**config.mk**
```make
export PLATFORM = sky130hd
export DESIGN_NAME = bt656_tx_gen
export DESIGN_NICKNAME = d
export VERILOG_FILES = /design/src/rtl/bt656_tx_gen.sv
export SDC_FILE = /design/constraint.sdc
export NUM_CORES = 1
export LEC_CHECK = 0
export ABC_AREA = 1
export BUFFER_PORTS_ARGS = -buffer_cell sky130_fd_sc_hd__buf_2
export CAP_MARGIN = 10
export CORE_ASPECT_RATIO = 1.75
export CORE_MARGIN = 5
export CORE_UTILIZATION = 40
export DETAILED_ROUTE_END_ITERATION = 6
export PLACE_DENSITY_LB_ADDON = 0.15
export SLEW_MARGIN = 25
export SYNTH_ARGS = -nofsm -noshare
export SYNTH_HDL_FRONTEND = slang
export SYNTH_SLANG_ARGS = --single-unit
```
**constraint.sdc**
```tcl
create_clock -name clk_i -period 8.5 [get_ports clk_i]
set_input_delay 1.7 -clock clk_i [delete_from_list [all_inputs] [get_ports clk_i]]
set_output_delay 1.7 -clock clk_i [all_outputs]
set_load 0.05 [all_outputs]
```
**src/rtl/bt656_tx_gen.sv**
```systemverilog
// BT.656-style 8-bit transmit pattern generator.
// Emits one byte per clock. Each line is EAV, horizontal blanking fill, SAV and payload.
// Vertical blanking lines (V=1) come first, then active lines (V=0). The field bit is always 0.
// Active payload is a deterministic XOR test pattern. Every output is a flop.
// Output flops are loaded from the *next* FSM position, so the byte on data_o always
// matches the current state registers.
module bt656_tx_gen #(
    parameter int CNT_W  = 11,
    parameter int FCNT_W = 16
) (
    input  logic              clk_i,
    input  logic              rst_i,
    input  logic              cfg_enable_i,
    input  logic [CNT_W-1:0]  cfg_line_len_i,
    input  logic [CNT_W-1:0]  cfg_lines_i,
    input  logic [7:0]        cfg_hblank_i,
    input  logic [7:0]        cfg_vblank_i,
    input  logic              cfg_emb_frame_cnt_i,
    output logic [7:0]        data_o,
    output logic              href_o,
    output logic              vsync_o,
    output logic [FCNT_W-1:0] frame_cnt_o,
    output logic              busy_o
);

    typedef enum logic [2:0] {
        ST_IDLE    = 3'd0,
        ST_EAV     = 3'd1,
        ST_HBLANK  = 3'd2,
        ST_SAV     = 3'd3,
        ST_PAYLOAD = 3'd4
    } state_t;

    // Timing reference XY byte: {1, F, V, H, V^H, F^H, F^V, F^V^H}, with F fixed at 0.
    function automatic logic [7:0] timing_xy(input logic v, input logic h);
        logic f;
        f = 1'b0;
        return {1'b1, f, v, h, v ^ h, f ^ h, f ^ v, f ^ v ^ h};
    endfunction

    // Keep the reserved values 0x00 and 0xFF out of the payload.
    function automatic logic [7:0] clamp_payload(input logic [7:0] b);
        logic [7:0] r;
        if (b == 8'h00) begin
            r = 8'h01;
        end else if (b == 8'hFF) begin
            r = 8'hFE;
        end else begin
            r = b;
        end
        return r;
    endfunction

    // The line length is forced even (4:2:2 pairs), and the minimum is one pair.
    function automatic logic [CNT_W-1:0] clamp_len(input logic [CNT_W-1:0] l);
        logic [CNT_W-1:0] e;
        e = l & ~CNT_W'(1);
        if (e < CNT_W'(2)) begin
            e = CNT_W'(2);
        end else begin
            e = e;
        end
        return e;
    endfunction

    // A frame always has at least one active line.
    function automatic logic [CNT_W-1:0] clamp_lines(input logic [CNT_W-1:0] n);
        logic [CNT_W-1:0] r;
        if (n == CNT_W'(0)) begin
            r = CNT_W'(1);
        end else begin
            r = n;
        end
        return r;
    endfunction

    state_t             state_q, state_d;
    logic [CNT_W-1:0]   byte_q, byte_d;     // position inside the current state
    logic [CNT_W-1:0]   line_q, line_d;     // line index inside the vblank or active section
    logic               vblk_q, vblk_d;     // current line is a vertical blanking line
    logic [CNT_W-1:0]   len_q, len_d;
    logic [CNT_W-1:0]   lines_q, lines_d;
    logic [7:0]         hbl_q, hbl_d;
    logic [7:0]         vbl_q, vbl_d;
    logic               emb_q, emb_d;
    logic [FCNT_W-1:0]  fcnt_q, fcnt_d;
    logic [7:0]         data_q, data_d;
    logic               href_q, href_d;
    logic               vsync_q, vsync_d;
    logic               busy_q, busy_d;

    logic               start_s;        // a frame begins in the next cycle; relatch config
    logic               start_vblk_s;
    logic [CNT_W-1:0]   hbl_ext_s;
    logic [CNT_W-1:0]   vbl_ext_s;
    logic [7:0]         pattern_s;

    assign start_vblk_s = (cfg_vblank_i != 8'd0);
    assign hbl_ext_s    = {{(CNT_W-8){1'b0}}, hbl_q};
    assign vbl_ext_s    = {{(CNT_W-8){1'b0}}, vbl_q};

    // Next-state logic: advance the byte and line position through EAV/HBLANK/SAV/PAYLOAD.
    always_comb begin
        state_d = state_q;
        byte_d  = byte_q;
        line_d  = line_q;
        vblk_d  = vblk_q;
        start_s = 1'b0;
        case (state_q)
            ST_IDLE: begin
                if (cfg_enable_i) begin
                    start_s = 1'b1;
                    state_d = ST_EAV;
                    byte_d  = CNT_W'(0);
                    line_d  = CNT_W'(0);
                    vblk_d  = start_vblk_s;
                end else begin
                    state_d = ST_IDLE;
                end
            end
            ST_EAV: begin
                if (byte_q == CNT_W'(3)) begin
                    byte_d = CNT_W'(0);
                    if (hbl_q == 8'd0) begin
                        state_d = ST_SAV;
                    end else begin
                        state_d = ST_HBLANK;
                    end
                end else begin
                    byte_d = byte_q + CNT_W'(1);
                end
            end
            ST_HBLANK: begin
                if (byte_q + CNT_W'(1) == hbl_ext_s) begin
                    byte_d  = CNT_W'(0);
                    state_d = ST_SAV;
                end else begin
                    byte_d = byte_q + CNT_W'(1);
                end
            end
            ST_SAV: begin
                if (byte_q == CNT_W'(3)) begin
                    byte_d  = CNT_W'(0);
                    state_d = ST_PAYLOAD;
                end else begin
                    byte_d = byte_q + CNT_W'(1);
                end
            end
            ST_PAYLOAD: begin
                if (byte_q + CNT_W'(1) == len_q) begin
                    byte_d = CNT_W'(0);
                    if (vblk_q) begin
                        state_d = ST_EAV;
                        if (line_q + CNT_W'(1) == vbl_ext_s) begin
                            vblk_d = 1'b0;
                            line_d = CNT_W'(0);
                        end else begin
                            line_d = line_q + CNT_W'(1);
                        end
                    end else if (line_q + CNT_W'(1) == lines_q) begin
                        // End of frame: enable is sampled here for a zero-gap restart.
                        line_d = CNT_W'(0);
                        if (cfg_enable_i) begin
                            start_s = 1'b1;
                            state_d = ST_EAV;
                            vblk_d  = start_vblk_s;
                        end else begin
                            state_d = ST_IDLE;
                            vblk_d  = 1'b0;
                        end
                    end else begin
                        state_d = ST_EAV;
                        line_d  = line_q + CNT_W'(1);
                    end
                end else begin
                    byte_d = byte_q + CNT_W'(1);
                end
            end
            default: begin
                state_d = ST_IDLE;
                byte_d  = CNT_W'(0);
                line_d  = CNT_W'(0);
                vblk_d  = 1'b0;
            end
        endcase
    end

    // Configuration shadow: captured only when a frame starts, then held for the whole frame.
    always_comb begin
        if (start_s) begin
            len_d   = clamp_len(cfg_line_len_i);
            lines_d = clamp_lines(cfg_lines_i);
            hbl_d   = cfg_hblank_i;
            vbl_d   = cfg_vblank_i;
            emb_d   = cfg_emb_frame_cnt_i;
        end else begin
            len_d   = len_q;
            lines_d = lines_q;
            hbl_d   = hbl_q;
            vbl_d   = vbl_q;
            emb_d   = emb_q;
        end
    end

    // Active payload byte for the next position: an XOR pattern, optionally with the frame count embedded.
    always_comb begin
        pattern_s = clamp_payload(byte_d[7:0] ^ line_d[7:0]);
        if (emb_d && (line_d == CNT_W'(0)) && (byte_d == CNT_W'(0))) begin
            pattern_s = clamp_payload(fcnt_q[15:8]);
        end else if (emb_d && (line_d == CNT_W'(0)) && (byte_d == CNT_W'(1))) begin
            pattern_s = clamp_payload(fcnt_q[7:0]);
        end else begin
            pattern_s = pattern_s;
        end
    end

    // Output decode for the next position, and the frame counter bump on the last payload byte.
    always_comb begin
        data_d  = 8'h00;
        href_d  = 1'b0;
        vsync_d = 1'b0;
        busy_d  = (state_d != ST_IDLE);
        case (state_d)
            ST_IDLE: begin
                data_d = 8'h00;
            end
            ST_EAV: begin
                vsync_d = vblk_d;
                case (byte_d[1:0])
                    2'd0:    data_d = 8'hFF;
                    2'd3:    data_d = timing_xy(vblk_d, 1'b1);
                    default: data_d = 8'h00;
                endcase
            end
            ST_SAV: begin
                vsync_d = vblk_d;
                case (byte_d[1:0])
                    2'd0:    data_d = 8'hFF;
                    2'd3:    data_d = timing_xy(vblk_d, 1'b0);
                    default: data_d = 8'h00;
                endcase
            end
            ST_HBLANK: begin
                vsync_d = vblk_d;
                data_d  = byte_d[0] ? 8'h10 : 8'h80;
            end
            ST_PAYLOAD: begin
                vsync_d = vblk_d;
                if (vblk_d) begin
                    data_d = byte_d[0] ? 8'h10 : 8'h80;
                end else begin
                    data_d = pattern_s;
                    href_d = 1'b1;
                end
            end
            default: begin
                data_d = 8'h00;
            end
        endcase

        if ((state_d == ST_PAYLOAD) && !vblk_d &&
            (byte_d + CNT_W'(1) == len_d) && (line_d + CNT_W'(1) == lines_d)) begin
            fcnt_d = fcnt_q + FCNT_W'(1);
        end else begin
            fcnt_d = fcnt_q;
        end
    end

    // State, config shadow, counter and output registers, with synchronous reset.
    always_ff @(posedge clk_i) begin
        if (rst_i) begin
            state_q <= ST_IDLE;
            byte_q  <= '0;
            line_q  <= '0;
            vblk_q  <= 1'b0;
            len_q   <= '0;
            lines_q <= '0;
            hbl_q   <= 8'd0;
            vbl_q   <= 8'd0;
            emb_q   <= 1'b0;
            fcnt_q  <= '0;
            data_q  <= 8'h00;
            href_q  <= 1'b0;
            vsync_q <= 1'b0;
            busy_q  <= 1'b0;
        end else begin
            state_q <= state_d;
            byte_q  <= byte_d;
            line_q  <= line_d;
            vblk_q  <= vblk_d;
            len_q   <= len_d;
            lines_q <= lines_d;
            hbl_q   <= hbl_d;
            vbl_q   <= vbl_d;
            emb_q   <= emb_d;
            fcnt_q  <= fcnt_d;
            data_q  <= data_d;
            href_q  <= href_d;
            vsync_q <= vsync_d;
            busy_q  <= busy_d;
        end
    end

    assign data_o      = data_q;
    assign href_o      = href_q;
    assign vsync_o     = vsync_q;
    assign frame_cnt_o = fcnt_q;
    assign busy_o      = busy_q;

endmodule

```
==> reports/qor_table.md <==
| Quantity | Reported | Unit |
|:---|:---|:---|
| Outcome | complete, no violations | - |
| Start point of the critical path | cfg_enable_i | - |
| Gp weighted congestion | 0.9721 | - |
| Top-Level Pins | 69 | - |
| # DRC | 0 | - |
| # port buffers | 67 | - |
| Final cycle utilization of the critical path | 0.5961 | - |
| Clock share of power | 0.352 | - |
| Setup repair after global routing missed its margin | no | - |
| Post-layout min period | 5.067 | ns |
| Critical path required time | 8.71 | ns |
| Pwr dens | 129.7 | mW/mm^2 |
| Register area | 0.001842 | sq mm |
| Syn Std Cell Area | 0.007911 | sq mm |
| Worst Setup Slack post-DPL | 3.062 | ns |
| Clock buffers created by TritonCTS | 9 | - |
| Total inserted antenna cells | 0 | - |
| Worst Max-Slew Pin Slew | 0.8415 | ns |
| Max cap viols | 0 | - |
| Clock latency on the worst-skew pair | 0.37 | ns |
| Number of antenna violations at the first check in global routing | 0 | - |
| Startpoint of the lowest-slack register-to-register path | byte_q[0] | - |
| Leakage power | 4.321 | nW |
| Vias post-DR | 8,884 | - |
| Top cells by area in the synthesized netlist | sky130_fd_sc_hd__dfxtp_1 (23%), sky130_fd_sc_hd__nand2_1 (20%), sky130_fd_sc_hd__nand3_1 (12%), sky130_fd_sc_hd__inv_1 (9.1%), sky130_fd_sc_hd__nor2_1 (8.4%) | - |
| Portion of the post-synthesis area used by sequential elements | 0.2328 | - |
| Syn Nets | 1,448 | - |
| HP Start | vbl_q[7] | - |
| Post-CTS resize count | 0 | - |
| Final net count | 1,499 | - |
| Largest area contributor in the netlist | sky130_fd_sc_hd__dfxtp_1 | - |
| Detailed route wirelength on metal2 | 15.40 | mm |
| Critical path depth in cells | 18 | - |
| Arrival time of data at the critical path endpoint | 5.28 | ns |
| 1st-iter DRT viols | 490 | - |
| Internal power | 0.0007287 | W |
| Fin Clk Skew | 0.008342 | ns |
| Clock transition at the registers of the reported paths | 0.07 | ns |
| Post-synthesis area per instance | 5.663 | sq um |
| Layout-stage area growth over the synthesis result | 9.616 | % |
| Type of element capturing the critical path | flop | - |
| Filler instances | 2,224 | - |
| Number of library cell types mapped by synthesis | 38 | - |
| HPWL after detailed placement | 22.94 | mm |
| Cell family contributing the most delay on the critical path | simple AND/OR/NAND/NOR gates | - |
| Synthesis-stage register bit count | 92 | - |
| Initial standard-cell utilization of the core | 0.4043 | - |
| Wl on met1 | 10.41 | mm |
| Maximum clock rate | 197.3 | MHz |
| Die area | 0.02280 | sq mm |
| Worst-case vdd ir drop | 0.00008803 | V |
| Share of the synthesized area in the top cell type | 0.2328 | - |
| Die extent in y | 196.0 | microns |
| CTS H-tree lvls | 3 | - |
| Number of buffers inserted for hold repair after clock tree synthesis | 0 | - |
| Crit Path Class | input port to flop | - |
| CTS Sinks | 92 | - |
| Maximum number of pins on one net before global-route repair | 71 | - |
| GRT overflow | 0 | - |
| Highest metal layer with signal wires | met4 | - |
| Critical Path Max Stage Delay | 0.52 | ns |
| Routed WL per cell | 16.76 | microns |
| Placeable core region | 0.01957 | sq mm |
| Detailed Route WL | 28.46 | mm |
| Instance count of the mapped netlist | 1,397 | - |
| Via count of the first global-routing pass | 8,725 | - |
| Sum Neg Setup Slack | 0 | ns |
| Number of nets still failing antenna checks after routing | 0 | - |
| First-pass GRT wire length | 44.61 | mm |
| Clock tree root driver cell | sky130_fd_sc_hd__clkbuf_16 | - |
| Final setup slack of the worst path | 3.433 | ns |
| Slowest-stage cell, CP | sky130_fd_sc_hd__nor2_1 | - |
| Sw Ratio | 0.3524 | - |
| Reg2reg path depth | 22 | - |
| Total setup violations reported at the end of the flow | 0 | - |
| Share of total power in sequential cells | 0.416 | - |
| Final Max Slew Viols | 0 | - |
| Critical Path Start Type | input port | - |
| Critical path buffer and inverter count | 4 | - |
| Cells on Worst Hold Path | 2 | - |
| Final count of hold timing violations | 0 | - |
| Slew HR | 0.4390 | - |
| Vias per cell | 5.232 | - |
| Combinational fraction of design power | 0.232 | - |
| CTS tree | built | - |
| Number of post-CTS setup repair buffers | 0 | - |
| CTS max path bufs | 2 | - |
| Cells traversed along the worst timing path | buf_2 -> nor2_1 -> inv_1 -> a21oi_1 -> nand2_2 -> inv_1 -> ha_1 -> nand3_1 -> nor2_1 -> nand3_1 -> nand2_1 -> inv_1 -> nor2_1 -> nand3_1 -> nor2_2 -> nand2_2 -> nand2_1 -> a21oi_1 | - |
| Iteration count of the initial detailed-routing pass | 7 | - |
| Min-delay worst type | flop to flop | - |
| Net Switching | 0.0003964 | W |
| Fraction of final layout cells with drive strength greater than 1 | 0.1142 | - |
| Met3 WL post-DR | 998 | microns |
| Largest fanout on the critical path | 15 | - |
| Combined area of the multi-input logic cells | 0.005130 | sq mm |
| Die width | 116.3 | microns |
| Yosys warnings | 0 | - |
| Global Route Usage Sum | 0.2525 | - |
| Placement row count | 68 | - |
[per-layer routing]
| metal | vias up | GRT usage |
|---|---|---|
| li1 | 4545 | - |
| met1 | 4016 | 0.2585 |
| met2 | 240 | 0.4747 |
| met3 | 83 | 0.02407 |
| met4 | 0 | 0.1544 |
| met5 | - | 0 |
[metrics by stage]
step / cell area (sq um) / total power [W] / std cells / hold slack [ns] / utilization
floorplan: 7911 / 0.0006574 / 1397 / 0.4437 / -
global placement: 8394 / 0.0007363 / 1682 / 0.4616 / 0.4290
detailed placement: 8394 / 0.0007377 / 1682 / 0.4725 / 0.4290
CTS: 8672 / 0.001132 / 1698 / 0.4835 / 0.4432
global route: 8672 / 0.001181 / 1698 / 0.5024 / 0.4432
finish: 8672 / 0.001125 / 1698 / 0.4777 / 0.4432
[cells in the final DEF, fill, tap and decap left out, types with 31 or more instances in the layout]
| cell type | netlist | layout |
|---|---|---|
| sky130_fd_sc_hd__nand2_1 | 430 | 430 |
| sky130_fd_sc_hd__a21oi_1 | 50 | 50 |
| sky130_fd_sc_hd__o21ai_0 | 31 | 31 |
| sky130_fd_sc_hd__nand3_1 | 188 | 188 |
| sky130_fd_sc_hd__nor2_1 | 178 | 177 |
| sky130_fd_sc_hd__dfxtp_1 | 92 | 92 |
| sky130_fd_sc_hd__inv_1 | 191 | 191 |
| sky130_fd_sc_hd__buf_2 | 3 | 67 |
| sky130_fd_sc_hd__nand4_1 | 33 | 33 |
| sky130_fd_sc_hd__nand2_2 | 31 | 31 |
[Yosys cell counts]
| cell type | number |
|---|---|
| sky130_fd_sc_hd__nor2_1 | 178 |
| sky130_fd_sc_hd__clkbuf_1 | 14 |
| sky130_fd_sc_hd__ha_1 | 9 |
| sky130_fd_sc_hd__inv_1 | 191 |
| sky130_fd_sc_hd__clkinv_1 | 1 |
| sky130_fd_sc_hd__nor2_4 | 8 |
| sky130_fd_sc_hd__buf_2 | 3 |
| sky130_fd_sc_hd__or2_2 | 1 |
| sky130_fd_sc_hd__o2111ai_1 | 2 |
| sky130_fd_sc_hd__o21ai_1 | 9 |
| sky130_fd_sc_hd__buf_4 | 7 |
| sky130_fd_sc_hd__nand2_2 | 31 |
| sky130_fd_sc_hd__o211ai_1 | 4 |
| sky130_fd_sc_hd__o21bai_1 | 2 |
| sky130_fd_sc_hd__a32oi_1 | 1 |
| sky130_fd_sc_hd__o22ai_1 | 3 |
| sky130_fd_sc_hd__inv_2 | 8 |
| sky130_fd_sc_hd__nand2_1 | 430 |
| sky130_fd_sc_hd__nor3_1 | 19 |
| sky130_fd_sc_hd__xor2_1 | 21 |
| sky130_fd_sc_hd__a21oi_1 | 50 |
| sky130_fd_sc_hd__a31oi_1 | 3 |
| sky130_fd_sc_hd__dfxtp_1 | 92 |
| sky130_fd_sc_hd__nand4_2 | 3 |
| sky130_fd_sc_hd__xnor2_1 | 5 |
| sky130_fd_sc_hd__buf_6 | 6 |
| sky130_fd_sc_hd__nand3b_1 | 5 |
| sky130_fd_sc_hd__nand3_1 | 188 |
| sky130_fd_sc_hd__o21ai_0 | 31 |
| sky130_fd_sc_hd__nand3_2 | 9 |
| sky130_fd_sc_hd__nor4_1 | 9 |
| sky130_fd_sc_hd__a41oi_1 | 1 |
| sky130_fd_sc_hd__nand3_4 | 3 |
| sky130_fd_sc_hd__buf_1 | 1 |
| sky130_fd_sc_hd__nand2_4 | 6 |
| sky130_fd_sc_hd__nand4_1 | 33 |
| sky130_fd_sc_hd__nor2_2 | 9 |
| sky130_fd_sc_hd__or2_1 | 1 |
[worst paths after layout]
path / end / slack, ns
worst min-delay path: vbl_q[7] / 0.48
worst max-delay path: frame_cnt_o[0] / 3.43
worst max register to register: frame_cnt_o[0] / 3.56
worst min register to register: vbl_q[7] / 0.48
[worst register-to-register path, stage by stage (launching register included)]
cell and delay [ns]:
sky130_fd_sc_hd__dfxtp_1 0.48, sky130_fd_sc_hd__ha_1 0.35, sky130_fd_sc_hd__nand2_2 0.20, sky130_fd_sc_hd__nor2_4 0.18
sky130_fd_sc_hd__nand3_2 0.11, sky130_fd_sc_hd__nand2_2 0.16, sky130_fd_sc_hd__nand2_1 0.07, sky130_fd_sc_hd__nand2_1 0.22
sky130_fd_sc_hd__nand3_1 0.14, sky130_fd_sc_hd__nor3_1 0.20, sky130_fd_sc_hd__nand2_2 0.27, sky130_fd_sc_hd__nand2_4 0.45
sky130_fd_sc_hd__nand2_1 0.15, sky130_fd_sc_hd__o21ai_1 0.16, sky130_fd_sc_hd__inv_1 0.14, sky130_fd_sc_hd__nand3_1 0.13
sky130_fd_sc_hd__nand3_1 0.08, sky130_fd_sc_hd__nor2_1 0.14, sky130_fd_sc_hd__nand3_1 0.11, sky130_fd_sc_hd__nor2_2 0.51
sky130_fd_sc_hd__nand2_2 0.35, sky130_fd_sc_hd__nand2_1 0.15, sky130_fd_sc_hd__a21oi_1 0.07
[state kept, by name (all words and copies together), names as in the netlist, 3 cells and up]
register / count
vbl_q: 8
line_q: 11
data_o: 8
byte_q: 11
lines_q: 11
state_q: 3
hbl_q: 8
frame_cnt_o: 16
len_q: 11
[layout make-up]
class / instances / share of cell area
tap: 245 / 0.03535
multi-input combinational: 1074 / 0.5915
timing repair buffer: 71 / 0.04213
inverter: 200 / 0.08657
clock inverter: 7 / 0.006060
sequential: 92 / 0.2124
clock buffer: 9 / 0.02597
[cell families after synthesis]
logic type,count (synthesis),synth area share
simple gates,933,0.5333
buf+inv,231,0.1191
compound gates,106,0.07180
flops,92,0.2328
xor+xnor,26,0.02878
fa+ha+maj,9,0.01423
[power by group through the flow]
stage / sequential, W / clock (W) / combinational [W]
after floorplan: 0.000490 / 0 / 0.000168
after global placement: 0.000478 / 0 / 0.000258
after detailed placement: 0.000479 / 0 / 0.000259
after CTS: 0.000469 / 0.000403 / 0.000260
after global routing: 0.000470 / 0.000420 / 0.000291
final: 0.000468 / 0.000396 / 0.000261
(Power assumes the default switching activity.)
